$ cat src/rtl/io_txsdu_pkg.sv
// io_txsdu_pkg: shared word layout, FSM states and helpers for the IO TX SDU arbiter
package io_txsdu_pkg;
  localparam int WORD_W  = 18;
  localparam int SOF_BIT = 17;
  localparam int EOF_BIT = 16;
  localparam int LEN_MSB = 10;
  localparam int LEN_LSB = 0;
  localparam int LEN_W   = LEN_MSB - LEN_LSB + 1;
  typedef logic [WORD_W-1:0] word_t;
  typedef logic [LEN_W-1:0] len_t;
  typedef enum logic [2:0] {IDLE, HEAD, HWAIT, BODY, ABORT} state_e;
  function automatic len_t frame_len(input word_t w);
    return w[LEN_MSB:LEN_LSB];
  endfunction
endpackage

$ cat src/rtl/io_txsdu_arb_if.sv
// io_txsdu_arb_if: channel FIFO read side, TX buffer side and error flags of the arbiter
interface io_txsdu_arb_if;
  import io_txsdu_pkg::*;
  logic [1:0] chn_empty;
  logic [1:0] chn_dval;
  word_t      chn_data0;
  word_t      chn_data1;
  logic [1:0] chn_rdreq;
  logic       txbuf_afull;
  logic       arb_dval;
  word_t      arb_data;
  logic       arb_chn;
  logic       arb_abort;
  logic [1:0] frame_err;
  modport master (
    input  chn_empty, chn_dval, chn_data0, chn_data1, txbuf_afull,
    output chn_rdreq, arb_dval, arb_data, arb_chn, arb_abort, frame_err
  );
  modport slave (
    output chn_empty, chn_dval, chn_data0, chn_data1, txbuf_afull,
    input  chn_rdreq, arb_dval, arb_data, arb_chn, arb_abort, frame_err
  );
endinterface

$ cat src/rtl/txsdu_rr_pick.sv
// txsdu_rr_pick: 2-way round-robin selector; TXSDU_ARB_PRIO_EN switches to strict channel-0 priority
module txsdu_rr_pick (
  input  logic [1:0] req,
  input  logic       last,
  output logic [1:0] gnt,
  output logic       vld
);
`ifdef TXSDU_ARB_PRIO_EN
  logic unused_last;
  assign unused_last = last;
  assign gnt = req[0] ? 2'b01 : {req[1], 1'b0};
`else
  assign gnt = (&req) ? (last ? 2'b01 : 2'b10) : req;
`endif
  assign vld = |req;
endmodule

$ cat src/rtl/io_txsdu_arb.sv
// io_txsdu_arb: frame-granular arbiter forwarding one whole frame per grant from two FIFOs to the TX buffer
module io_txsdu_arb
  import io_txsdu_pkg::*;
#(
  parameter int MAX_LEN = 512,
  parameter int TMO_CYC = 1023
) (
  input  logic             clk_12_5m,
  input  logic             rst_12_5m,
  io_txsdu_arb_if.master   bus
);
  localparam int TW = $clog2(TMO_CYC + 1);
  localparam len_t MAX_L = LEN_W'(MAX_LEN);
  localparam logic [TW-1:0] TMO_L = TW'(TMO_CYC - 1);
  state_e state_q, state_d;
  logic grant_q, grant_d, last_q, last_d;
  len_t rd_left_q, rd_left_d, wr_left_q, wr_left_d;
  logic [TW-1:0] tmo_q, tmo_d;
  logic [1:0] err_q, err_d;
  logic dval_q, dval_d, chn_q, chn_d;
  word_t data_q, data_d;
  logic [1:0] pick_req, pick_gnt;
  logic pick_vld;
  word_t word;
  len_t len;
  logic dv, hdr_ok, hdr_load, body_dv, rd_go, starve, tmo_hit, last_wd;

  assign pick_req = ~bus.chn_empty & {2{~bus.txbuf_afull}};

  txsdu_rr_pick u_pick (
    .req  (pick_req),
    .last (last_q),
    .gnt  (pick_gnt),
    .vld  (pick_vld)
  );

  assign word     = grant_q ? bus.chn_data1 : bus.chn_data0;
  assign len      = frame_len(word);
  assign dv       = bus.chn_dval[grant_q];
  assign hdr_ok   = word[SOF_BIT] && len >= LEN_W'(2) && len <= MAX_L;
  assign hdr_load = state_q == HWAIT && dv && hdr_ok;
  assign body_dv  = state_q == BODY && dv;
  assign starve   = state_q == BODY && rd_left_q != '0 && bus.chn_empty[grant_q];
  assign rd_go    = state_q == BODY && rd_left_q != '0 && !bus.chn_empty[grant_q] && !bus.txbuf_afull;
  assign tmo_hit  = starve && tmo_q == TMO_L;
  assign last_wd  = body_dv && wr_left_q == LEN_W'(1);

  // state and datapath registers; reset drops any frame in progress without an abort pulse
  always_ff @(posedge clk_12_5m) begin
    if (rst_12_5m) begin
      state_q   <= IDLE;
      grant_q   <= 1'b0;
      last_q    <= 1'b1;
      rd_left_q <= '0;
      wr_left_q <= '0;
      tmo_q     <= '0;
      err_q     <= '0;
      dval_q    <= 1'b0;
      chn_q     <= 1'b0;
      data_q    <= '0;
    end else begin
      state_q   <= state_d;
      grant_q   <= grant_d;
      last_q    <= last_d;
      rd_left_q <= rd_left_d;
      wr_left_q <= wr_left_d;
      tmo_q     <= tmo_d;
      err_q     <= err_d;
      dval_q    <= dval_d;
      chn_q     <= chn_d;
      data_q    <= data_d;
    end
  end

  // next state: header fetch, body streaming until the counted last word, or abort on starvation
  always_comb begin
    state_d = state_q;
    case (state_q)
      IDLE:    state_d = pick_vld ? HWAIT : IDLE;
      HWAIT:   state_d = dv ? (hdr_ok ? BODY : IDLE) : HWAIT;
      BODY:    state_d = last_wd ? IDLE : tmo_hit ? ABORT : BODY;
      default: state_d = IDLE;
    endcase
  end

  // counters, error flags, registered output word and the combinational read request
  always_comb begin
    grant_d       = (state_q == IDLE && pick_vld) ? pick_gnt[1] : grant_q;
    last_d        = last_wd ? grant_q : last_q;
    rd_left_d     = hdr_load ? len - LEN_W'(1) : rd_left_q - LEN_W'(rd_go);
    wr_left_d     = hdr_load ? len - LEN_W'(1) : wr_left_q - LEN_W'(body_dv);
    tmo_d         = (state_q != BODY || rd_go) ? '0 : tmo_q + TW'(starve);
    err_d         = err_q | {tmo_hit, (state_q == HWAIT && dv && !hdr_ok) ||
                    (body_dv && (word[SOF_BIT] || (wr_left_q == LEN_W'(1) && !word[EOF_BIT])))};
    dval_d        = hdr_load || body_dv;
    data_d        = dval_d ? word : data_q;
    chn_d         = dval_d ? grant_q : chn_q;
    bus.chn_rdreq = rst_12_5m ? 2'b00 : state_q == IDLE ? pick_gnt : {rd_go && grant_q, rd_go && !grant_q};
    bus.arb_abort = state_q == ABORT;
    bus.arb_dval  = dval_q;
    bus.arb_data  = data_q;
    bus.arb_chn   = chn_q;
    bus.frame_err = err_q;
  end
endmodule
$ cat src/flat_wrapper.sv
// flat-port wrapper written by rule: the top's interface ports become plain ports
module io_txsdu_arb_flat import io_txsdu_pkg::*;
#(
  parameter int MAX_LEN = 512,
  parameter int TMO_CYC = 1023
)
  (clk_12_5m, rst_12_5m, bus_chn_empty, bus_chn_dval, bus_chn_data0, bus_chn_data1, bus_txbuf_afull, bus_chn_rdreq, bus_arb_dval, bus_arb_data, bus_arb_chn, bus_arb_abort, bus_frame_err);
  io_txsdu_arb_if bus_i ();
  input  logic clk_12_5m;
  input  logic rst_12_5m;
  input wire logic [$bits(bus_i.chn_empty)-1:0] bus_chn_empty;
  input wire logic [$bits(bus_i.chn_dval)-1:0] bus_chn_dval;
  input wire logic [$bits(bus_i.chn_data0)-1:0] bus_chn_data0;
  input wire logic [$bits(bus_i.chn_data1)-1:0] bus_chn_data1;
  input wire logic [$bits(bus_i.txbuf_afull)-1:0] bus_txbuf_afull;
  output wire logic [$bits(bus_i.chn_rdreq)-1:0] bus_chn_rdreq;
  output wire logic [$bits(bus_i.arb_dval)-1:0] bus_arb_dval;
  output wire logic [$bits(bus_i.arb_data)-1:0] bus_arb_data;
  output wire logic [$bits(bus_i.arb_chn)-1:0] bus_arb_chn;
  output wire logic [$bits(bus_i.arb_abort)-1:0] bus_arb_abort;
  output wire logic [$bits(bus_i.frame_err)-1:0] bus_frame_err;
  assign bus_i.chn_empty = bus_chn_empty;
  assign bus_i.chn_dval = bus_chn_dval;
  assign bus_i.chn_data0 = bus_chn_data0;
  assign bus_i.chn_data1 = bus_chn_data1;
  assign bus_i.txbuf_afull = bus_txbuf_afull;
  assign bus_chn_rdreq = bus_i.chn_rdreq;
  assign bus_arb_dval = bus_i.arb_dval;
  assign bus_arb_data = bus_i.arb_data;
  assign bus_arb_chn = bus_i.arb_chn;
  assign bus_arb_abort = bus_i.arb_abort;
  assign bus_frame_err = bus_i.frame_err;
  io_txsdu_arb #(.MAX_LEN(MAX_LEN), .TMO_CYC(TMO_CYC)) u_core (.clk_12_5m(clk_12_5m), .rst_12_5m(rst_12_5m), .bus(bus_i));
endmodule
$ cat config.mk
export PLATFORM = sky130hd
export DESIGN_NAME = io_txsdu_arb_flat
export DESIGN_NICKNAME = d
export VERILOG_FILES = /design/src/rtl/io_txsdu_pkg.sv /design/src/rtl/io_txsdu_arb_if.sv /design/src/rtl/txsdu_rr_pick.sv /design/src/rtl/io_txsdu_arb.sv /design/src/flat_wrapper.sv
export SDC_FILE = /design/constraint.sdc
export NUM_CORES = 1
export LEC_CHECK = 0
export ABC_CLOCK_PERIOD_IN_PS = 5700
export CAP_MARGIN = 0
export CORE_ASPECT_RATIO = 0.9
export CORE_MARGIN = 1.5
export CORE_UTILIZATION = 56
export CTS_CLUSTER_SIZE = 8
export DETAILED_ROUTE_END_ITERATION = 8
export HOLD_SLACK_MARGIN = 0.1
export PLACE_DENSITY = 0.86
export SETUP_SLACK_MARGIN = 0.5
export SLEW_MARGIN = 20
export SYNTH_ARGS = -nofsm -noshare
export SYNTH_HDL_FRONTEND = slang
export SYNTH_SLANG_ARGS = --single-unit
$ cat constraint.sdc
create_clock -name clk_12_5m -period 5.7 [get_ports clk_12_5m]
set_input_delay 1.14 -clock clk_12_5m [delete_from_list [all_inputs] [get_ports clk_12_5m]]
set_output_delay 1.14 -clock clk_12_5m [all_outputs]
set_load 0.005 [all_outputs]
==> flow_summary_export.csv, run 1 <==
group,metric,value,unit
timing,min_period_over_period,0.795,
yosys,synthFlopType,"dfxtp_1",
finish,mostFrequentLayoutCells,"clkdlybuf4s50_1, dfxtp_1, nor2_1",
power,p_total,893,uW
flow_run,maxCapViolations,0,
worst_setup_path,cp.required,4.56,ns
timing,tightest_slew,0.824,ns
status,status,"completed",
yosys,yosys_warnings,0,
route,drcViolationCount,0,
worst_setup_path,crit_type,"primary input to primary output",
worst_setup_path,reg2reg_slack,2.34,ns
yosys,synth-async-reset-ratio,0,
power,p_leak,1.52,nW
grt,grt_pass1_wl,13800,um
route,wl_per_cell,15.9,um
clocking,numCtsBuffers,9,
route,vias,2949,
floorplanning,coreArea,5730,um^2
worst_setup_path,end_kind,"primary output",
clocking,clkTransAtPathRegs,0.06,ns
grt,antenna_found_initial,0,
placement,port_buffers,67,
timing,setup_viol,0,
route,dr.pass1.iters,4,
placement,dp_slack,1.21,ns
route,via_per_inst,5.82,
power,pwr-share-comb,0.130,
timing,tns,0,ns
power,p_per_area,212,nW/um^2
hold_path,min_path_type,"flop to flop",
finish,area_delta_synth_final,25.4,%
timing,rsz0062_at_grt,"no",
power,vdd_drop_max,193,uV
timing,hold_viol,0,
yosys,syn_nets,419,
finish,drive_gt1_frac,0.101,
yosys,synth_cell_types,57,
placement,placed_area,4040,um^2
timing,finalMaxSlewViolations,0,
timing,finClkSkew,0.00746,ns
yosys,synth-edff-count,0,
timing,finalCriticalPeriod,4.53,ns
clocking,clk_path_buf_depth,2,
clocking,root_buffer,"clkbuf_8",
clocking,post_cts_buffers,0,
route,drt_iter0_markers,148,
route,ant_nets,0,
worst_setup_path,crit_fanout,4,
timing,hold_slack,0.443,ns
yosys,syn_avg_cell_area,9.11,um^2
clocking,cts_resized,0,
power,power.switching,225,uW
clocking,cts_sinks,59,
grt,grt_max_degree,44,
timing,setup_ws,1.17,ns
power,clkPwrFrac,0.398,
worst_setup_path,cp-start-kind,"primary input",
placement,gp_congestion,0.827,
clocking,insertion_delay,0.35,ns
clocking,tritoncts,"built",
grt,grt_pass1_vias,2945,
finish,final_area,4220,um^2
route,wl,8080,um
finish,filler_cell_count,426,
finish,nets,483,
timing,clock.fmax,221,MHz
power,power_frac_seq,0.472,
floorplanning,die_w,84.7,um
power,p_int,668,uW
finish,diodes,0,
worst_setup_path,worstPathArrival,3.39,ns
floorplanning,die_h,76.5,um
yosys,ys_ff_latch,59,
yosys,syn_inst,369,
timing,maxSlewHeadroom,0.449,
floorplanning,die-area,6480,um^2
floorplanning,start_util,0.587,
clocking,htreeDepth,3,
power,switching_share,0.252,
clocking,cts_hold_buf,0,
placement,post-dp-hpwl,5960,um
grt,grt-ovfl-total,0,
floorplanning,rows,26,
finish,final_common_cell,"clkdlybuf4s50_1",
yosys,ys_seq_area_frac,0.351,
floorplanning,io_pins,68,
yosys,synthesis.area,3360,um^2
grt,grt_usage,0.265,
sequential cells by signal, indices dropped and copies added, names as in the netlist, 2 cells and up:
name                  flops
u_core.rd_left_q         11
u_core.tmo_q             10
u_core.wr_left_q         11
u_core.bus.arb_data      18
u_core.state_q            3
u_core.bus.frame_err      2
metal layers:
| layer | share of wire | GRT usage |
|---|---|---|
| met1 | 0.43 | 0.319 |
| met2 | 0.50 | 0.455 |
| met3 | 0.050 | 0.0715 |
| met4 | 0.020 | 0.0887 |
| met5 | 0 | 0 |
critical path, stage by stage:
cell             delay [ns]
clkdlybuf4s50_1        0.46
inv_1                  0.10
o21ai_0                0.13
nor4b_1                0.59
o311ai_0               0.25
a21oi_1                0.20
clkdlybuf4s50_1        0.52
cell type report:
class | instances | area [um^2] | area share
multi-input combinational | 283 | 2040 | 0.484
clock buffer | 14 | 173 | 0.0409
inverter | 10 | 37.5 | 0.00890
clock inverter | 1 | 7.51 | 0.00178
sequential | 59 | 1180 | 0.280
timing repair buffer | 70 | 688 | 0.163
tap | 70 | 87.6 | 0.0208
power by group through the flow:
stage               combinational [mW]  clock (mW)  sequential (mW)
floorplan                       0.0653           0            0.430
global placement                 0.111           0            0.430
detailed placement               0.115           0            0.431
CTS                              0.116       0.357            0.422
global route                     0.127       0.374            0.422
finish                           0.116       0.356            0.422
synth_stat cells, types with 8 or more instances:
| master | number | area share |
|---|---|---|
| a211oi_1 | 16 | 0.036 |
| a21oi_1 | 16 | 0.024 |
| dfxtp_1 | 59 | 0.35 |
| inv_1 | 10 | 0.011 |
| mux2_4 | 11 | 0.049 |
| mux2i_1 | 18 | 0.054 |
| nand2_1 | 10 | 0.011 |
| nand3_1 | 8 | 0.012 |
| nor2_1 | 50 | 0.056 |
| nor2b_1 | 16 | 0.030 |
| nor3_1 | 12 | 0.018 |
| o21ai_0 | 8 | 0.012 |
| xnor2_1 | 14 | 0.036 |
| xor2_1 | 14 | 0.036 |
through the flow:
stage	utilization	instances
finish	0.736	507
global route	0.736	507
CTS	0.736	507
detailed placement	0.705	492
global placement	0.705	492
floorplan	-	369
final timing paths:
kind	to	cells after the start	start
setup / recovery	bus_chn_rdreq[1]	7	bus_chn_empty[0]
setup reg to reg	u_core.bus.arb_data[13]$_SDFFE_PP0P_	8	u_core.grant_q$_SDFFE_PP0P_
hold / removal	u_core.bus.frame_err[1]$_SDFF_PP0_	2	u_core.bus.frame_err[1]$_SDFF_PP0_
hold reg to reg	u_core.bus.frame_err[1]$_SDFF_PP0_	2	u_core.bus.frame_err[1]$_SDFF_PP0_
logic make-up (layout without fill, tap and decap cells):
| kind of cell | count (synthesis) | after routing | synth area share |
|---|---|---|---|
| mux | 38 | 38 | 0.134 |
| simple gates | 142 | 142 | 0.229 |
| fa+ha+maj | 7 | 7 | 0.0261 |
| buf+inv | 27 | 95 | 0.0413 |
| flops | 59 | 59 | 0.351 |
| compound gates | 68 | 68 | 0.145 |
| xor+xnor | 28 | 28 | 0.0729 |
Note: power is estimated with default switching activity, not from simulation.
==> run 2: changes to the inputs <==
--- a/config.mk
+++ b/config.mk
@@ -5,15 +5,15 @@
 export SDC_FILE = /design/constraint.sdc
 export NUM_CORES = 1
 export LEC_CHECK = 0
-export ABC_CLOCK_PERIOD_IN_PS = 5700
+export ABC_CLOCK_PERIOD_IN_PS = 4100
 export CAP_MARGIN = 0
 export CORE_ASPECT_RATIO = 0.9
 export CORE_MARGIN = 1.5
-export CORE_UTILIZATION = 56
+export CORE_UTILIZATION = 47
 export CTS_CLUSTER_SIZE = 8
 export DETAILED_ROUTE_END_ITERATION = 8
 export HOLD_SLACK_MARGIN = 0.1
-export PLACE_DENSITY = 0.86
+export PLACE_DENSITY = 0.77
 export SETUP_SLACK_MARGIN = 0.5
 export SLEW_MARGIN = 20
 export SYNTH_ARGS = -nofsm -noshare
==> constraint.sdc (replaced) <==
create_clock -name clk_12_5m -period 4.1 [get_ports clk_12_5m]
set_input_delay 0.82 -clock clk_12_5m [delete_from_list [all_inputs] [get_ports clk_12_5m]]
set_output_delay 0.82 -clock clk_12_5m [all_outputs]
set_load 0.005 [all_outputs]
==> run 2 against run 1 <==
Final area is 2.0% higher. Register-to-register slack worse by 1.5 ns. Power increased by 43%. Clock power increased by 48%. Combinational power grew 41%. Sequential power rose by 39%. Critical path depth decreased by 1. Non-clock buffer count grew 4. Die area increased by 18%. Highest routed layer unchanged.
==> flow_summary_export.csv, run 2 (same netlist as run 1, synthesis figures left out) <==
group,metric,value,unit
finish,area_delta_synth_final,28.0,%
power,p_int,958,uW
worst_setup_path,crit_slowest_cell,"clkdlybuf4s50_1",
route,drcViolationCount,0,
finish,final_cells,535,
power,switching_share,0.249,
grt,busiest_layer,"met2",
floorplanning,io_pins,68,
timing,finalCriticalPeriod,3.50,ns
grt,grt_pass1_vias,2867,
grt,grt-ovfl-total,0,
clocking,insertion_delay,0.34,ns
route,ant_nets,0,
hold_path,min_path_type,"flop to flop",
timing,finalMaxSlewViolations,0,
worst_setup_path,cp_cell_sequence,"clkdlybuf4s50_1, or4_1, nor3_1, a21oi_1, nor2_1, clkdlybuf4s50_1",
clocking,clkTransAtPathRegs,0.07,ns
worst_setup_path,critPathBufInv,2,
worst_setup_path,crit_type,"primary input to primary output",
grt,use_met1,0.252,
route,wl_per_cell,14.5,um
worst_setup_path,cp.required,3.28,ns
finish,seq_area,1180,um^2
finish,diodes,0,
floorplanning,rows,29,
power,vdd_drop_max,187,uV
timing,maxSlewHeadroom,0.444,
clocking,cts_sinks,59,
worst_setup_path,end_kind,"primary output",
power,pwr-share-comb,0.128,
worst_setup_path,path_common_cell,"clkdlybuf4s50_1",
floorplanning,die_w,92.2,um
power,p_per_area,297,nW/um^2
timing,tightest_slew,0.832,ns
power,clkPwrFrac,0.412,
timing,tns,0,ns
floorplanning,die-area,7670,um^2
placement,port_buffers,67,
clocking,numCtsBuffers,9,
worst_setup_path,slowest_delay,0.52,ns
placement,post-dp-hpwl,5650,um
power,p_leak,1.58,nW
grt,use_met2,0.360,
power,power_frac_seq,0.460,
timing,rsz0062_at_grt,"no",
finish,filler_cell_count,609,
power,power.switching,319,uW
grt,grt_usage,0.212,
route,vias,2903,
timing,finClkSkew,0.00534,ns
timing,min_period_over_period,0.853,
clocking,clk_path_buf_depth,2,
flow_run,maxCapViolations,0,
worst_setup_path,crit_family,"buffers and inverters",
floorplanning,start_util,0.480,
grt,grt_pass1_wl,13000,um
worst_setup_path,cp-start-kind,"primary input",
placement,place_inst,519,
route,dr.pass1.iters,4,
clocking,post_cts_buffers,0,
floorplanning,coreArea,7000,um^2
route,wl,7780,um
grt,antenna_found_initial,0,
worst_setup_path,crit_fanout,4,
status,status,"completed",
finish,final_common_cell,"clkdlybuf4s50_1",
power,p_total,1.28,mW
finish,multi_input_area,2050,um^2
finish,nets,487,
timing,hold_viol,0,
finish,largest_reg_flops,18,
timing,clock.fmax,286,MHz
clocking,tritoncts,"built",
grt,grt_use_met3,0.0522,
worst_setup_path,worstPathArrival,2.68,ns
clocking,htreeDepth,3,
clocking,root_buffer,"clkbuf_8",
finish,drive_gt1_frac,0.115,
floorplanning,die_h,83.2,um
timing,setup_viol,0,
placement,gp_congestion,0.776,
route,via_per_inst,5.43,
finish,mostFrequentLayoutCells,"clkdlybuf4s50_1, dfxtp_1, nor2_1",
route,drt_iter0_markers,97,
grt,grt_max_degree,66,
## run 2: cell types whose count changed in the layout (fill, tap and decap cells not counted)
| cell | change |
|---|---|
| clkbuf_8 | -2 |
| buf_4 | +4 |
| nor4b_2 | +1 |
| clkbuf_1 | -1 |
| o311ai_1 | +1 |
| clkinv_2 | +3 |
| bufinv_16 | +1 |
| o21ai_0 | -1 |
| nor4b_1 | -1 |
| clkdlybuf4s50_1 | -3 |
| o21ai_1 | +1 |
| o311ai_0 | -1 |
| dlymetal6s2s_1 | +3 |
## run 2: repair_timing
action	4_1_cts	5_1_grt
pin swaps	0	2
gates resized for setup	1	5
setup endpoints to repair	2	2
hold buffers	0	0
hold endpoints to repair	0	0
## run 2: path summary, 6_finish.rpt
check	from	endpoint	slack, ns	cells after the start
worst min-delay path	u_core.bus.frame_err[1]$_SDFF_PP0_	u_core.bus.frame_err[1]$_SDFF_PP0_	0.46	2
worst min register to register	u_core.bus.frame_err[1]$_SDFF_PP0_	u_core.bus.frame_err[1]$_SDFF_PP0_	0.46	2
worst max-delay path	bus_txbuf_afull	bus_chn_rdreq[0]	0.60	6
worst max register to register	u_core.grant_q$_SDFFE_PP0P_	u_core.bus.arb_data[13]$_SDFFE_PP0P_	0.80	8
## run 2: layer usage
layer	share of wire	routed length (um)
met1	0.45	3520
met2	0.49	3810
met3	0.037	289
met4	0.021	163
met5	0	0
## run 2: layout make-up
class / instances / area share
Tap cell: 93 / 0.0270
Inverter: 10 / 0.00872
Clock inverter: 5 / 0.0122
Multi-Input combinational cell: 283 / 0.476
Clock buffer: 11 / 0.0329
Sequential cell: 59 / 0.274
Timing Repair Buffer: 74 / 0.169
## run 2: per-stage QoR
step | util | setup slack [ns] | cell area [um^2] | hold WS (ns)
3_3_place_gp | 0.585 | 0.489 | 4100 | 0.432
2_1_floorplan | - | 1.07 | 3360 | 0.442
5_1_grt | 0.614 | 0.528 | 4300 | 0.490
4_1_cts | 0.613 | 0.528 | 4300 | 0.462
6_report | 0.614 | 0.604 | 4300 | 0.463
3_5_place_dp | 0.585 | 0.330 | 4100 | 0.451
## run 2: worst min-delay path: stages (launching register included)
cell and delay (ns):
dfxtp_1 0.32, inv_1 0.05, a21oi_1 0.05
## run 2: power groups by stage
stage,sequential (mW),combinational [mW],clock (mW)
final,0.587,0.164,0.526
after global routing,0.587,0.177,0.560
after CTS,0.586,0.164,0.534
after detailed placement,0.599,0.162,0
after global placement,0.599,0.159,0
after floorplan,0.598,0.0908,0
